## src/rtl/pcie_us_axis_cc_arb_mux_pkg.sv

```systemverilog
// Shared constants and helpers for the UltraScale PCIe CC stream arbiter/mux.
// Data-width legality and the tuser width that goes with each data width.
package pcie_us_axis_cc_arb_mux_pkg;

    localparam int DWORD_WIDTH = 32;

    typedef enum logic {
        ST_IDLE   = 1'b0,
        ST_ACTIVE = 1'b1
    } arb_state_t;

    function automatic bit legal_data_width(input int data_width);
        return (data_width == 64) || (data_width == 128) ||
               (data_width == 256) || (data_width == 512);
    endfunction

    function automatic int cc_user_width(input int data_width);
        return (data_width < 512) ? 33 : 81;
    endfunction

endpackage

```

## src/rtl/pcie_rr_arbiter.sv

```systemverilog
// Combinational round-robin pick: lowest requester at or above ptr, else lowest overall.
// Zero latency, no state; the caller owns and advances the pointer.
module pcie_rr_arbiter #(
    parameter int N     = 2,
    parameter int IDX_W = 1
) (
    input  logic [N-1:0]     req,
    input  logic [IDX_W-1:0] ptr,
    output logic [N-1:0]     grant,
    output logic [IDX_W-1:0] grant_index,
    output logic             grant_found
);

    logic [N-1:0]     req_hi;
    logic [IDX_W-1:0] hi_index;
    logic [IDX_W-1:0] lo_index;
    logic             hi_any;

    always_comb begin
        req_hi   = '0;
        hi_index = '0;
        lo_index = '0;
        hi_any   = 1'b0;
        for (int j = 0; j < N; j++) begin
            req_hi[j] = req[j] && (j >= int'(ptr));
        end
        // Scan downwards so the last hit is the lowest index.
        for (int j = N - 1; j >= 0; j--) begin
            if (req_hi[j]) begin
                hi_index = IDX_W'(j);
                hi_any   = 1'b1;
            end
            if (req[j]) begin
                lo_index = IDX_W'(j);
            end
        end
    end

    always_comb begin
        grant_found = |req;
        grant_index = hi_any ? hi_index : lo_index;
        grant       = '0;
        for (int j = 0; j < N; j++) begin
            grant[j] = grant_found && (grant_index == IDX_W'(j));
        end
    end

endmodule

```

## src/rtl/pcie_us_axis_cc_arb_mux.sv

```systemverilog
// Round-robin, frame-locked merge of S_COUNT CC streams onto the PCIe core CC port.
// Input to output two cycles from idle, one beat/cycle after; registered skid output, no comb tready path.
module pcie_us_axis_cc_arb_mux
    import pcie_us_axis_cc_arb_mux_pkg::*;
#(
    parameter int S_COUNT                 = 2,
    parameter int AXIS_PCIE_DATA_WIDTH    = 512,
    parameter int AXIS_PCIE_KEEP_WIDTH    = AXIS_PCIE_DATA_WIDTH / 32,
    parameter int AXIS_PCIE_CC_USER_WIDTH = cc_user_width(AXIS_PCIE_DATA_WIDTH),
    localparam int IDX_W                  = (S_COUNT > 1) ? $clog2(S_COUNT) : 1
) (
    input  logic                                         clk,
    input  logic                                         rst,

    input  logic [S_COUNT*AXIS_PCIE_DATA_WIDTH-1:0]      s_axis_cc_tdata,
    input  logic [S_COUNT*AXIS_PCIE_KEEP_WIDTH-1:0]      s_axis_cc_tkeep,
    input  logic [S_COUNT-1:0]                           s_axis_cc_tvalid,
    output logic [S_COUNT-1:0]                           s_axis_cc_tready,
    input  logic [S_COUNT-1:0]                           s_axis_cc_tlast,
    input  logic [S_COUNT*AXIS_PCIE_CC_USER_WIDTH-1:0]   s_axis_cc_tuser,

    output logic [AXIS_PCIE_DATA_WIDTH-1:0]              m_axis_cc_tdata,
    output logic [AXIS_PCIE_KEEP_WIDTH-1:0]              m_axis_cc_tkeep,
    output logic                                         m_axis_cc_tvalid,
    input  logic                                         m_axis_cc_tready,
    output logic                                         m_axis_cc_tlast,
    output logic [AXIS_PCIE_CC_USER_WIDTH-1:0]           m_axis_cc_tuser,

    output logic                                         grant_valid,
    output logic [IDX_W-1:0]                             grant_index
);

    if (!legal_data_width(AXIS_PCIE_DATA_WIDTH)) begin : g_err_data_width
        $error("pcie_us_axis_cc_arb_mux: AXIS_PCIE_DATA_WIDTH must be 64, 128, 256 or 512");
    end
    if (AXIS_PCIE_KEEP_WIDTH * DWORD_WIDTH != AXIS_PCIE_DATA_WIDTH) begin : g_err_keep_width
        $error("pcie_us_axis_cc_arb_mux: AXIS_PCIE_KEEP_WIDTH must be AXIS_PCIE_DATA_WIDTH/32");
    end
    if (AXIS_PCIE_CC_USER_WIDTH != cc_user_width(AXIS_PCIE_DATA_WIDTH)) begin : g_err_user_width
        $error("pcie_us_axis_cc_arb_mux: AXIS_PCIE_CC_USER_WIDTH does not match data width");
    end
    if (S_COUNT < 1 || S_COUNT > 16) begin : g_err_s_count
        $error("pcie_us_axis_cc_arb_mux: S_COUNT must be 1..16");
    end

    typedef struct packed {
        logic [AXIS_PCIE_DATA_WIDTH-1:0]    tdata;
        logic [AXIS_PCIE_KEEP_WIDTH-1:0]    tkeep;
        logic                               tlast;
        logic [AXIS_PCIE_CC_USER_WIDTH-1:0] tuser;
    } cc_beat_t;

    arb_state_t       state;
    logic [S_COUNT-1:0] grant_oh;
    logic [IDX_W-1:0] rr_ptr;

    logic [S_COUNT-1:0] arb_grant;
    logic [IDX_W-1:0] arb_index;
    logic             arb_found;

    cc_beat_t         sel_beat;
    cc_beat_t         out_beat;
    cc_beat_t         temp_beat;
    logic             out_valid;
    logic             temp_valid;
    logic             ready_int;
    logic             accept;

    pcie_rr_arbiter #(
        .N     (S_COUNT),
        .IDX_W (IDX_W)
    ) u_arb (
        .req         (s_axis_cc_tvalid),
        .ptr         (rr_ptr),
        .grant       (arb_grant),
        .grant_index (arb_index),
        .grant_found (arb_found)
    );

    // Readiness comes only from flops, so the core's tready never reaches the sources combinationally.
    always_comb begin
        s_axis_cc_tready = '0;
        if (state == ST_ACTIVE) begin
            s_axis_cc_tready = grant_oh & {S_COUNT{ready_int}};
        end
    end

    assign accept = |(s_axis_cc_tvalid & s_axis_cc_tready);

    always_comb begin
        sel_beat = '0;
        for (int i = 0; i < S_COUNT; i++) begin
            if (grant_oh[i]) begin
                sel_beat.tdata = s_axis_cc_tdata[i*AXIS_PCIE_DATA_WIDTH +: AXIS_PCIE_DATA_WIDTH];
                sel_beat.tkeep = s_axis_cc_tkeep[i*AXIS_PCIE_KEEP_WIDTH +: AXIS_PCIE_KEEP_WIDTH];
                sel_beat.tlast = s_axis_cc_tlast[i];
                sel_beat.tuser = s_axis_cc_tuser[i*AXIS_PCIE_CC_USER_WIDTH +: AXIS_PCIE_CC_USER_WIDTH];
            end
        end
    end

    always_ff @(posedge clk) begin
        if (rst) begin
            state       <= ST_IDLE;
            grant_valid <= 1'b0;
            grant_index <= '0;
            grant_oh    <= '0;
            rr_ptr      <= '0;
        end else begin
            case (state)
                ST_IDLE: begin
                    if (arb_found) begin
                        grant_index <= arb_index;
                        grant_oh    <= arb_grant;
                        grant_valid <= 1'b1;
                        state       <= ST_ACTIVE;
                    end
                end
                ST_ACTIVE: begin
                    // The grant is held across source gaps until the frame's last beat is taken.
                    if (accept && sel_beat.tlast) begin
                        rr_ptr      <= (grant_index == IDX_W'(S_COUNT - 1)) ? '0 : grant_index + 1'b1;
                        grant_oh    <= '0;
                        grant_valid <= 1'b0;
                        state       <= ST_IDLE;
                    end
                end
                default: begin
                    state       <= ST_IDLE;
                    grant_valid <= 1'b0;
                    grant_oh    <= '0;
                end
            endcase
        end
    end

    // Skid control: a full temp register always implies ready_int was dropped the cycle it filled.
    always_ff @(posedge clk) begin
        if (rst) begin
            out_valid  <= 1'b0;
            temp_valid <= 1'b0;
            ready_int  <= 1'b0;
        end else begin
            ready_int <= m_axis_cc_tready || (!out_valid && !temp_valid);
            if (m_axis_cc_tready || !out_valid) begin
                if (temp_valid) begin
                    out_valid  <= 1'b1;
                    temp_valid <= 1'b0;
                end else begin
                    out_valid  <= accept;
                end
            end else if (accept) begin
                temp_valid <= 1'b1;
            end
        end
    end

    always_ff @(posedge clk) begin
        if (m_axis_cc_tready || !out_valid) begin
            if (temp_valid) begin
                out_beat <= temp_beat;
            end else if (accept) begin
                out_beat <= sel_beat;
            end
        end else if (accept) begin
            temp_beat <= sel_beat;
        end
    end

    assign m_axis_cc_tdata  = out_beat.tdata;
    assign m_axis_cc_tkeep  = out_beat.tkeep;
    assign m_axis_cc_tlast  = out_beat.tlast;
    assign m_axis_cc_tuser  = out_beat.tuser;
    assign m_axis_cc_tvalid = out_valid;

endmodule
```

## config.mk

```make
export PLATFORM = sky130hd
export DESIGN_NAME = pcie_us_axis_cc_arb_mux
export DESIGN_NICKNAME = d
export VERILOG_FILES = /design/src/rtl/pcie_us_axis_cc_arb_mux_pkg.sv /design/src/rtl/pcie_rr_arbiter.sv /design/src/rtl/pcie_us_axis_cc_arb_mux.sv
export SDC_FILE = /design/constraint.sdc
export NUM_CORES = 1
export LEC_CHECK = 0
export CAP_MARGIN = 20
export CORE_AREA = 8 8 721 723
export CTS_CLUSTER_SIZE = 25
export DETAILED_ROUTE_END_ITERATION = 10
export DIE_AREA = 0 0 729 731
export PLACE_DENSITY = 0.3
export RECOVER_POWER = 100
export SYNTH_ARGS = -nofsm -noshare
export SYNTH_HDL_FRONTEND = slang
export SYNTH_SLANG_ARGS = --single-unit
```

## constraint.sdc

```tcl
create_clock -name clk -period 34.2 [get_ports clk]
set_input_delay 5.13 -clock clk [delete_from_list [all_inputs] [get_ports clk]]
set_output_delay 5.13 -clock clk [all_outputs]
set_load 0.02 [all_outputs]
```

==> impl_metrics.json, run 1 <==
{
  "skew_ns": 0.06632,
  "yosys_register_bits": 1229,
  "die_x_um": 729,
  "row_count": 262,
  "avgSynthCellArea_um2": 18.65,
  "ios": 1840,
  "syn-num-nets": 3915,
  "rsz0062_at_grt": "no",
  "synthToLayoutAreaGrowth_pct": 64.86,
  "gp_congestion": 0.9546,
  "cts_sinks": 1229,
  "synthFlopType": "edfxtp_1",
  "synthArstFlopShare_pct": 0,
  "post-cts-setup-buffers": 0,
  "power_frac_clock_pct": 45.4,
  "path_common_cell": "clkbuf_1",
  "clkLatencyLatePin_ns": 0.87,
  "cts_tree": "yes",
  "crit_path_start_kind": "input port",
  "vias_per_cell": 3.146,
  "synth-edff-count": 1220,
  "swShare_pct": 24.86,
  "cts_buffers": 170,
  "synth_warnings": 0,
  "grt_overflow_total": 0,
  "worstPathRequired_ns": 34.52,
  "slew_headroom_pct": -457.1,
  "grt_pass1_vias": 37020,
  "worst_path_max_delay_cell": "clkbuf_1",
  "synth_most_common_cell": "edfxtp_1",
  "die_area_um2": 532900,
  "maxSlewViolCount": 1119,
  "dr.pass1.iters": 5,
  "die_h_um": 731,
  "dp_hpwl_um": 330600,
  "io_buffers": 1839,
  "pwr-share-seq_pct": 44.3,
  "netlist_instances": 2690,
  "combPwrFrac_pct": 10.3,
  "endpoint_kind": "flip-flop",
  "clk_pin_slew_ns": 0.06,
  "period_minus_slack_ns": 17.44,
  "power.leakage_nw": 25.91,
  "ys_seq_area_share_pct": 73.39,
  "internal_power_mw": 2.871,
  "hold_slack_ns": 0.4896,
  "drc": 0,
  "cpPeakStageDelay_ns": 5.14,
  "netlist_top_cells_area": "edfxtp_1, mux2_2, a22o_1",
  "crit_chain": "dlygate4sd3_1 > a22o_1 > nand3_1 > nor2_1 > clkbuf_1 > clkbuf_1 > clkbuf_1",
  "ant_nets": 0,
  "coreArea_um2": 507800,
  "worstPathArrival_ns": 17.76,
  "fin_crit_sh_pct": 50.99,
  "maxCapViolations": 20,
  "yosysTopAreaCell": "edfxtp_1",
  "clk_root_buffer_cell": "clkbuf_16",
  "vias": 37140,
  "synthDistinctLibCells": 27,
  "grt_first_pass_wirelength_um": 479100,
  "finalHoldViolCount": 0,
  "post_cts_resize_count": 0,
  "status": "complete, but fails checks",
  "h-tree-depth": 4,
  "violations": "max-capacitance violations, max-slew violations",
  "worst_pin_slew_ns": 8.357,
  "antenna_found_initial": 505,
  "start_util_pct": 9.879,
  "grt_max_degree": 127,
  "cp_max_fo": 116,
  "crit_type": "in -> reg",
  "yosysTopAreaCellShare_pct": 73.03,
  "wl_per_cell_um": 33.61,
  "p_total_mw": 3.821,
  "grt.total_usage_pct": 14.10,
  "ir_worst_vdd_v": 0.00003390,
  "ys_top_cells_by_count": "edfxtp_1, mux2_2, a22o_1",
  "fmax_mhz": 57.35,
  "setup_viol": 0,
  "syn_area_um2": 50170,
  "hp-class": "reg -> reg",
  "rrSetupSlack_ns": 21.13,
  "nNetsFinal": 5770,
  "ctsHoldBuffers": 0,
  "clockBufferDepth": 4,
  "drtIter0Drc": 2276,
  "p_sw_mw": 0.9498,
  "power_density_nw_per_um2": 46.20,
  "tns_ns": 0,
  "wl_um": 396800,
  "drive_gt1_share_pct": 17.48
}
per-stage QoR:
stage | cells | instance area (µm²) | setup WS (ns) | utilization [%]
floorplan | 2690 | 50170 | 0.5527 | -
global placement | 11100 | 76550 | 23.53 | 15.07
detailed placement | 11110 | 76590 | 24.26 | 15.08
CTS | 11410 | 81850 | 25.23 | 16.12
global route | 11590 | 82160 | 15.42 | 16.18
finish | 11810 | 82700 | 16.76 | 16.29
power by group through the flow:
stage	Clock, mW	Combinational [mW]	Sequential, mW
3_3_place_gp	0	0.417	1.73
3_5_place_dp	0	0.419	1.73
6_report	1.73	0.392	1.69
5_1_grt	1.86	0.415	1.70
4_1_cts	1.82	0.423	1.69
2_1_floorplan	0	0.126	1.75
cell families after synthesis:
group,Yosys count,synth area share [%]
and+or+nand+nor,22,0.2444
buffers and inverters,208,1.863
muxes,611,13.72
DFF,1229,73.39
AOI/OAI and AO/OA,620,10.79
registers in the layout, summed over array words and instances (netlist names):
signal,flops
rr_ptr,1
m_axis_cc_tdata,512
ready_int,1
grant_oh,2
grant_valid,1
m_axis_cc_tkeep,16
temp_valid,1
m_axis_cc_tlast,1
m_axis_cc_tvalid,1
state,1
temp_beat,610
grant_index,1
m_axis_cc_tuser,81
placed cells by master (no fill, tap or decap), types with 24 or more instances in the layout:
cell	n
buf_4	24
dlygate4sd3_1	1227
clkbuf_1	61
clkinv_2	25
a22o_1	610
edfxtp_1	1220
mux2_1	54
clkdlybuf4s50_1	612
mux2_2	557
clkbuf_16	171
clkinv_1	39
diode_2	394
final timing paths:
| kind | startpoint | endpoint | cells after the start |
|---|---|---|---|
| min reg2reg | grant_valid | grant_valid | 2 |
| max | s_axis_cc_tvalid[0] | temp_beat[140] | 7 |
| max reg2reg | grant_oh[0] | temp_beat[140] | 6 |
| min | grant_valid | grant_valid | 2 |
critical path: cells and delay by family:
family / cells / cell delay, ns
compound gates: 1 / 0.44
buf+inv: 4 / 11.01
simple gates: 2 / 0.80
metal layers:
| metal | global-route usage [%] | wire length [µm] | vias to the layer above |
|---|---|---|---|
| li1 | - | - | 15410 |
| met1 | 15.24 | 145300 | 18380 |
| met2 | 22.64 | 179000 | 2135 |
| met3 | 9.164 | 57730 | 924 |
| met4 | 3.991 | 12770 | 298 |
| met5 | 0 | 1924 | - |
layout make-up:
type,instances,area [µm²]
antenna,394,985.9
clock buffer,212,4433
clock inverter,95,818.3
fill,55720,425100
inverter,2,7.507
multi-input combinational,1253,12420
sequential,1229,36820
tap,6732,8423
timing repair buffer,1889,18790
No activity file was read; power rests on OpenSTA's default activity.
==> inputs of run 2 (changes only) <==
==> constraint.sdc (replaced) <==
create_clock -name clk -period 15.4 [get_ports clk]
set_input_delay 2.31 -clock clk [delete_from_list [all_inputs] [get_ports clk]]
set_output_delay 2.31 -clock clk [all_outputs]
set_load 0.02 [all_outputs]
==> run 2 against run 1 <==
Against the previous run:
- the flow still finishes with violations (max-capacitance violations, max-slew violations)
- die area unchanged
- setup slack worse by 12 ns
- hold slack lost 0.0096 ns
- sequential power grew 120%
- sequential share of layout area is 0.28 points higher
- via count is 1.6% lower
- routed wire length decreased by 0.40%
- design area shrank 0.64%
==> impl_metrics.json, run 2 (synthesis results as in run 1) <==
{
  "finalNonFillerCells": 11520,
  "cpLargestDelayFamily": "buffers and inverters",
  "hold_path_end": "grant_valid",
  "grt.total_usage_pct": 14.03,
  "antenna_found_initial": 459,
  "clk_pin_slew_ns": 0.06,
  "worstPathArrival_ns": 10.91,
  "status": "complete, but fails checks",
  "finalHoldViolCount": 0,
  "r2r_start": "grant_oh[1]",
  "worst_pin_slew_ns": 4.215,
  "setup_viol": 0,
  "ant_nets": 0,
  "skew_ns": 0.04459,
  "final_common_cell": "edfxtp_1",
  "clkLatencyLatePin_ns": 0.88,
  "fin_crit_sh_pct": 66.10,
  "worstPathRequired_ns": 16.13,
  "period_minus_slack_ns": 10.18,
  "gp_congestion": 0.9395,
  "post-cts-setup-buffers": 0,
  "clockBufferDepth": 4,
  "clk_root_buffer_cell": "clkbuf_16",
  "dr.pass1.iters": 7,
  "fmax_mhz": 98.23,
  "fin_area_um2": 82170,
  "rr_endpoint": "m_axis_cc_tdata[333]",
  "path_common_cell": "clkbuf_1",
  "cp_max_fo": 66,
  "synthToLayoutAreaGrowth_pct": 63.80,
  "crit_path_start_kind": "flip-flop",
  "drc": 0,
  "ios": 1840,
  "cts_sinks": 1229,
  "nNetsFinal": 5765,
  "global_route.usage.met1_pct": 15.73,
  "dpl-instance-area_um2": 76590,
  "dpl.cell_count": 11100,
  "cts_buffers": 168,
  "top_register": "temp_beat",
  "die_h_um": 731,
  "ir_worst_vdd_v": 0.00006861,
  "gr-usage-met2_pct": 22.71,
  "vias": 36550,
  "slew_headroom_pct": -181.0,
  "drive_gt1_share_pct": 17.52,
  "cts_tree": "yes",
  "h-tree-depth": 4,
  "grt_first_pass_wirelength_um": 477100,
  "coreArea_um2": 507800,
  "met3_usage_pct": 8.091,
  "crit_type": "reg -> reg",
  "row_count": 262,
  "endpoint_kind": "flip-flop",
  "crit_chain": "clkbuf_1 > clkbuf_1 > clkbuf_1 > buf_4 > a22o_1 > mux2_2",
  "final_cell_mix": "edfxtp_1, clkdlybuf4s50_1, dlygate4sd3_1",
  "maxCapViolations": 19,
  "cpPeakStageDelay_ns": 2.78,
  "ff2ff_path_depth": 6,
  "vias_per_cell": 3.174,
  "wl_um": 395200,
  "rsz0062_at_grt": "no",
  "die_area_um2": 532900,
  "grt.busiest_layer": "met2",
  "power.leakage_nw": 25.82,
  "io_buffers": 1839,
  "holdPathStages": 2,
  "tns_ns": 0,
  "start_util_pct": 9.879,
  "die_x_um": 729,
  "rrSetupSlack_ns": 5.22,
  "post_cts_resize_count": 0,
  "dp_hpwl_um": 328800,
  "wl_per_cell_um": 34.32,
  "ctsHoldBuffers": 0,
  "min_from": "grant_valid",
  "grt_max_degree": 145,
  "power_density_nw_per_um2": 104.6,
  "largest_register_ffs": 610,
  "maxSlewViolCount": 934,
  "hp-class": "reg -> reg",
  "finish.utilization_pct": 16.18,
  "startpoint": "grant_oh[1]",
  "grt_pass1_vias": 37060,
  "violations": "max-capacitance violations, max-slew violations",
  "worst_path_max_delay_cell": "clkbuf_1",
  "grt_overflow_total": 0,
  "path_buf_inv": 4,
  "drtIter0Drc": 2275
}
run 2: tightest hold or removal path: stages, from the launching register on:
cell,delay (ns)
dfxtp_1,0.31
nand2b_1,0.06
o22ai_1,0.06
run 2: per-layer routing:
metal | share of wire, % | wire (µm)
met1 | 38 | 150100
met2 | 46 | 181200
met3 | 13 | 51450
met4 | 2.7 | 10790
met5 | 0.43 | 1710
run 2: area by class of cell:
class                           count  area [µm²]
Fill cell                       55670      425600
Sequential cell                  1229       36820
Timing Repair Buffer             1886       18840
Multi-Input combinational cell   1253       12420
Tap cell                         6732        8423
Clock buffer                      198        4348
Clock inverter                    101        1037
Antenna cell                      114       285.3
Inverter                            2       7.507
run 2: power breakdown:
part | switching, mW | total, mW | internal, mW | leakage, nW
Clock | 1.66 | 3.94 | 2.28 | 2.62
Combinational | 0.419 | 0.899 | 0.480 | 12.5
Sequential | 0.0200 | 3.76 | 3.74 | 10.7
run 2: how the worst max path moves through the flow:
stage / to / slack [ns] / cells past startpoint
floorplan: m_axis_cc_tdata[0] / 3.22 / 2
global placement: temp_beat[349] / 8.52 / 8
detailed placement: temp_beat[357] / 8.46 / 8
CTS: temp_beat[139] / 9.40 / 8
global route: m_axis_cc_tdata[96] / 4.65 / 6
finish: m_axis_cc_tdata[333] / 5.22 / 6
run 2: through the flow:
stage	total power, mW	hold WS [ns]	setup slack [ns]
after floorplan	4.148	0.4888	3.223
after global placement	4.751	0.4834	8.523
after detailed placement	4.758	0.4781	8.461
after CTS	8.818	0.4841	9.403
after global routing	8.913	0.5246	4.647
final	8.597	0.4800	5.220
